### src/rtl/collect_rx.sv
// collect_rx: receive-side collector. Descrambles order-tagged beats,
// enforces strict ID sequence, requests resends on gaps.
//
// Ports:
//   clk          rising-edge clock
//   rst          synchronous active-high reset
//   vld_i        input beat valid
//   data_i       scrambled payload
//   key_index_i  key select (0..2 -> KEY, 3..7 -> pass-through)
//   order_id_i   order tag of the input beat
//   vld_o        output beat valid (1 cycle after accept)
//   data_o       descrambled payload, held when vld_o=0
//   id_o         order tag of the output beat, held when vld_o=0
//   tail_o       single-cycle resend request to the dispatcher
//   resync_o     high while waiting for the expected ID to reappear
//   err_cnt_o    saturating count of sequence errors seen in RUN
module collect_rx #(
    parameter int              DW      = 32,
    parameter int              IDW     = 4,
    parameter logic [DW-1:0]   KEY     = DW'(32'h0000_FFFF),
    parameter int              TIMEOUT = 64
) (
    input  logic           clk,
    input  logic           rst,
    input  logic           vld_i,
    input  logic [DW-1:0]  data_i,
    input  logic [2:0]     key_index_i,
    input  logic [IDW-1:0] order_id_i,
    output logic           vld_o,
    output logic [DW-1:0]  data_o,
    output logic [IDW-1:0] id_o,
    output logic           tail_o,
    output logic           resync_o,
    output logic [15:0]    err_cnt_o
);

    localparam int TW = (TIMEOUT > 2) ? $clog2(TIMEOUT) : 1;
    localparam logic [TW-1:0] TMAX = TW'(TIMEOUT - 1);

    typedef enum logic {
        RUN,
        RESYNC
    } state_t;

    state_t         state_q, state_d;
    logic [IDW-1:0] exp_q, exp_d;
    logic [TW-1:0]  timer_q, timer_d;
    logic           vld_q, vld_d;
    logic [DW-1:0]  data_q, data_d;
    logic [IDW-1:0] id_q, id_d;
    logic           tail_q, tail_d;
    logic [15:0]    err_q, err_d;

    logic [DW-1:0]  key;
    logic           match;

    always_comb begin
        key = '0;
        if (key_index_i <= 3'd2) begin
            key = KEY;
        end
    end

    assign match = vld_i && (order_id_i == exp_q);

    always_comb begin
        state_d = state_q;
        exp_d   = exp_q;
        timer_d = timer_q;
        vld_d   = 1'b0;
        data_d  = data_q;
        id_d    = id_q;
        tail_d  = 1'b0;
        err_d   = err_q;

        // Accept path is shared by both states; a match always wins.
        if (match) begin
            vld_d   = 1'b1;
            data_d  = data_i ^ key;
            id_d    = order_id_i;
            exp_d   = exp_q + 1'b1;
            timer_d = '0;
            state_d = RUN;
        end else begin
            unique case (state_q)
                RUN: begin
                    if (vld_i) begin
                        tail_d  = 1'b1;
                        state_d = RESYNC;
                        timer_d = '0;
                        if (err_q != 16'hFFFF) begin
                            err_d = err_q + 16'd1;
                        end
                    end
                end
                RESYNC: begin
                    // Retry: re-issue the resend request if the
                    // expected ID has not shown up in time.
                    if (timer_q == TMAX) begin
                        tail_d  = 1'b1;
                        timer_d = '0;
                    end else begin
                        timer_d = timer_q + 1'b1;
                    end
                end
                default: state_d = RUN;
            endcase
        end
    end

    always_ff @(posedge clk) begin
        if (rst) begin
            state_q <= RUN;
            exp_q   <= '0;
            timer_q <= '0;
            vld_q   <= 1'b0;
            data_q  <= '0;
            id_q    <= '0;
            tail_q  <= 1'b0;
            err_q   <= '0;
        end else begin
            state_q <= state_d;
            exp_q   <= exp_d;
            timer_q <= timer_d;
            vld_q   <= vld_d;
            data_q  <= data_d;
            id_q    <= id_d;
            tail_q  <= tail_d;
            err_q   <= err_d;
        end
    end

    assign vld_o     = vld_q;
    assign data_o    = data_q;
    assign id_o      = id_q;
    assign tail_o    = tail_q;
    assign resync_o  = (state_q == RESYNC);
    assign err_cnt_o = err_q;

endmodule

### config.mk
export PLATFORM = sky130hd
export DESIGN_NAME = collect_rx
export DESIGN_NICKNAME = d
export VERILOG_FILES = /design/src/rtl/collect_rx.sv
export SDC_FILE = /design/constraint.sdc
export NUM_CORES = 1
export LEC_CHECK = 0
export CAP_MARGIN = 10
export CORE_UTILIZATION = 45
export CTS_CLUSTER_SIZE = 25
export DETAILED_ROUTE_END_ITERATION = 12
export PLACE_DENSITY = 0.78
export SLEW_MARGIN = 25
export SYNTH_ARGS = -nofsm -noshare
export SYNTH_HDL_FRONTEND = slang
export SYNTH_SLANG_ARGS = --single-unit
### constraint.sdc
create_clock -name clk -period 2.9 [get_ports clk]
set_input_delay 0.435 -clock clk [delete_from_list [all_inputs] [get_ports clk]]
set_output_delay 0.435 -clock clk [all_outputs]
set_load 0.02 [all_outputs]
==> impl_metrics.ini <==
[global_routing]
grt_max_degree = 43
use_met1_pct = 27.3
use_met3_pct = 5.67
grt_pass1_vias = 2737
busiest_layer = met2
grtUsageTotal_pct = 22.6
grt_pass1_wl_um = 12700
antenna_found_initial = 0
grt-ovfl-total = 0
grtUsageMet2_pct = 36.8

[yosys]
yosys-top-cells-area = dfxtp_1, a21oi_1, xnor2_1, nand3_1, o21ai_0
synth_area_um2 = 2980
yosys_warnings = 0
yosysSeqAreaShare_pct = 43.6
synth_edf_count = 0
netlist-cell-type-count = 43
synth_top_area_share_pct = 43.6
syn_area_per_cell_um2 = 8.85
synth.largest_area_cell = dfxtp_1
async_flop_share_pct = 0
ys.flop_type = dfxtp_1
ys_seq_elements = 65
ys_top_cells_by_count = dfxtp_1, a21oi_1, nand3_1
synthCells = 337
post-synth-top-count-cell = dfxtp_1
synth_nets = 382

[cts]
insertion_delay_ns = 0.34
cts.sinks = 65
clk_pin_slew_ns = 0.07
cts_buffers = 9
ctsHoldBuffers = 0
clk_root_buffer_cell = clkbuf_8
cts_setup_buffers = 0
cts_tree = yes
htreeDepth = 3
cts_resized = 0
cts_buffer_depth = 2

[floorplanning]
pin_count = 97
die_width_um = 83.4
num_rows = 29
start_util_pct = 46.7
die_area_um2 = 6960
core_um2 = 6390
die_height_um = 83.4

[detailed_routing]
drt_iter0_drc = 140
vias_per_cell = 5.64
num_vias = 2872
routedWlPerCell_um = 14.8
wirelength_um = 7550
antenna_left = 0
drc_errors = 0
first_pass_iters = 4

[sta]
slew_headroom_pct = 54.5
worst_pin_slew_ns = 0.680
rsz0062_at_grt = no
skew_ns = 0.0108
max_freq_ghz = 0.440
finalSetupTns_ns = 0
fin_crit_ns = 2.27
min_period_over_period_pct = 78.4
finalHoldViolCount = 0
final-setup-viol-count = 0
finalMaxSlewViolations = 0

[layout]
nFillCells = 529
finalCoreUtilization_pct = 66.4
fin_nets = 472
n_antenna_cell = 0
drive_gt1_share_pct = 9.03
seqCellArea_um2 = 1300
area_growth_pct = 42.0
multi_input_area_um2 = 1550

[placement]
hpwl_um = 5140
routabilityCongestion = 0.790
io_buffers = 96

[hold_path]
hold_class = flip-flop to flip-flop
hold_depth = 2
hold_start = data_o[22]
hold_end = data_o[22]

[power]
ir_worst_vdd_mv = 0.387
total_power_mw = 2.00
p_leak_nw = 1.41
powerDensity_nw_per_um2 = 473

[job]
drv_cap = 0

[setup_path]
cp_data_arrival_time_ns = 2.54
crit_path_start_kind = input pin
rrSetupSlack_ns = 0.81
critPathKind = input pin to flip-flop
rr_worst_depth = 5
r2r-start = exp_q[0]
critPathCaptureType = flip-flop
critical_path.max_fanout = 19
timing.rr.end = exp_q[0]
required_ns = 3.17

[status]
status = complete, no violations
==> routing by layer <==
| layer | vias up | part of all wire, % |
|---|---|---|
| met5 | - | 0 |
| met4 | 0 | 2.9 |
| met3 | 15 | 6.9 |
| met2 | 108 | 47 |
| met1 | 1314 | 43 |
| li1 | 1435 | - |
==> placed cells by master, fill, tap and decap left out, drive strengths merged, types with 2 or more instances in the layout <==
cell type	count
or4	9
nand4	6
and3	4
buf	13
dfxtp	65
o31ai	8
a21oi	53
nand3	27
bufinv	2
clkinv	3
or3	4
o21a	2
a211oi	17
nor2b	8
xor2	4
nand2	7
ha	3
nor2	9
inv	3
o21ai	27
nor4	7
nor3b	2
nor3	8
mux2	6
xnor2	16
clkdlybuf4s50	95
clkbuf	11
==> power by group <==
group	switching (mW)	internal, mW	leakage (nW)
clock	0.342	0.506	0.113
sequential	0.0134	0.908	0.526
combinational	0.115	0.119	0.775
==> sequential cells by signal, indices dropped and copies added (netlist names) <==
signal / count
id_o: 4
data_o: 32
resync_o: 1
exp_q: 4
tail_o: 1
err_cnt_o: 16
vld_o: 1
timer_q: 6
==> worst max-delay path, cell delays in order <==
cell and delay (ns):
clkdlybuf4s50_1 0.45, xor2_1 0.23, or4_1 0.71, buf_4 0.26, or3_1 0.31, a21oi_1 0.14
==> metrics by stage <==
| step | setup slack (ns) | hold slack, ns | instance area, um^2 | std cells |
|---|---|---|---|---|
| after global routing | 0.498 | 0.490 | 4240 | 509 |
| after detailed placement | 0.273 | 0.468 | 4020 | 493 |
| final | 0.625 | 0.480 | 4240 | 509 |
| after global placement | 0.319 | 0.460 | 4020 | 493 |
| after floorplan | 0.991 | 0.489 | 2980 | 337 |
| after CTS | 0.646 | 0.478 | 4240 | 509 |
==> worst max-delay path by stage <==
stage	start	end	slack (ns)	cells past startpoint
floorplan	order_id_i[1]	exp_q[3]	0.99	5
global placement	order_id_i[1]	exp_q[0]	0.32	6
detailed placement	order_id_i[1]	exp_q[0]	0.27	6
CTS	order_id_i[1]	exp_q[0]	0.65	6
global route	order_id_i[1]	exp_q[0]	0.50	6
finish	order_id_i[1]	exp_q[0]	0.63	6
==> area by class of cell <==
cell class | count | share of cell area, %
Clock inverter | 5 | 1.86
Clock buffer | 11 | 3.34
Sequential cell | 65 | 30.7
Inverter | 3 | 0.266
Tap cell | 77 | 2.27
Timing Repair Buffer | 108 | 25.0
Multi-Input combinational cell | 240 | 36.6
==> cell families (layout without fill, tap and decap cells) <==
kind of cell	after synthesis	count (layout)	synth area share, %
multiplexers	7	7	2.60
flip-flops	65	65	43.6
AND/OR/NAND/NOR	95	95	18.5
adder cells (fa/ha/maj)	3	3	1.26
buffers and inverters	32	127	5.03
XOR/XNOR	20	20	5.87
AO/OA/AOI/OAI	115	115	23.1
No activity file was read; power rests on OpenSTA's default activity.
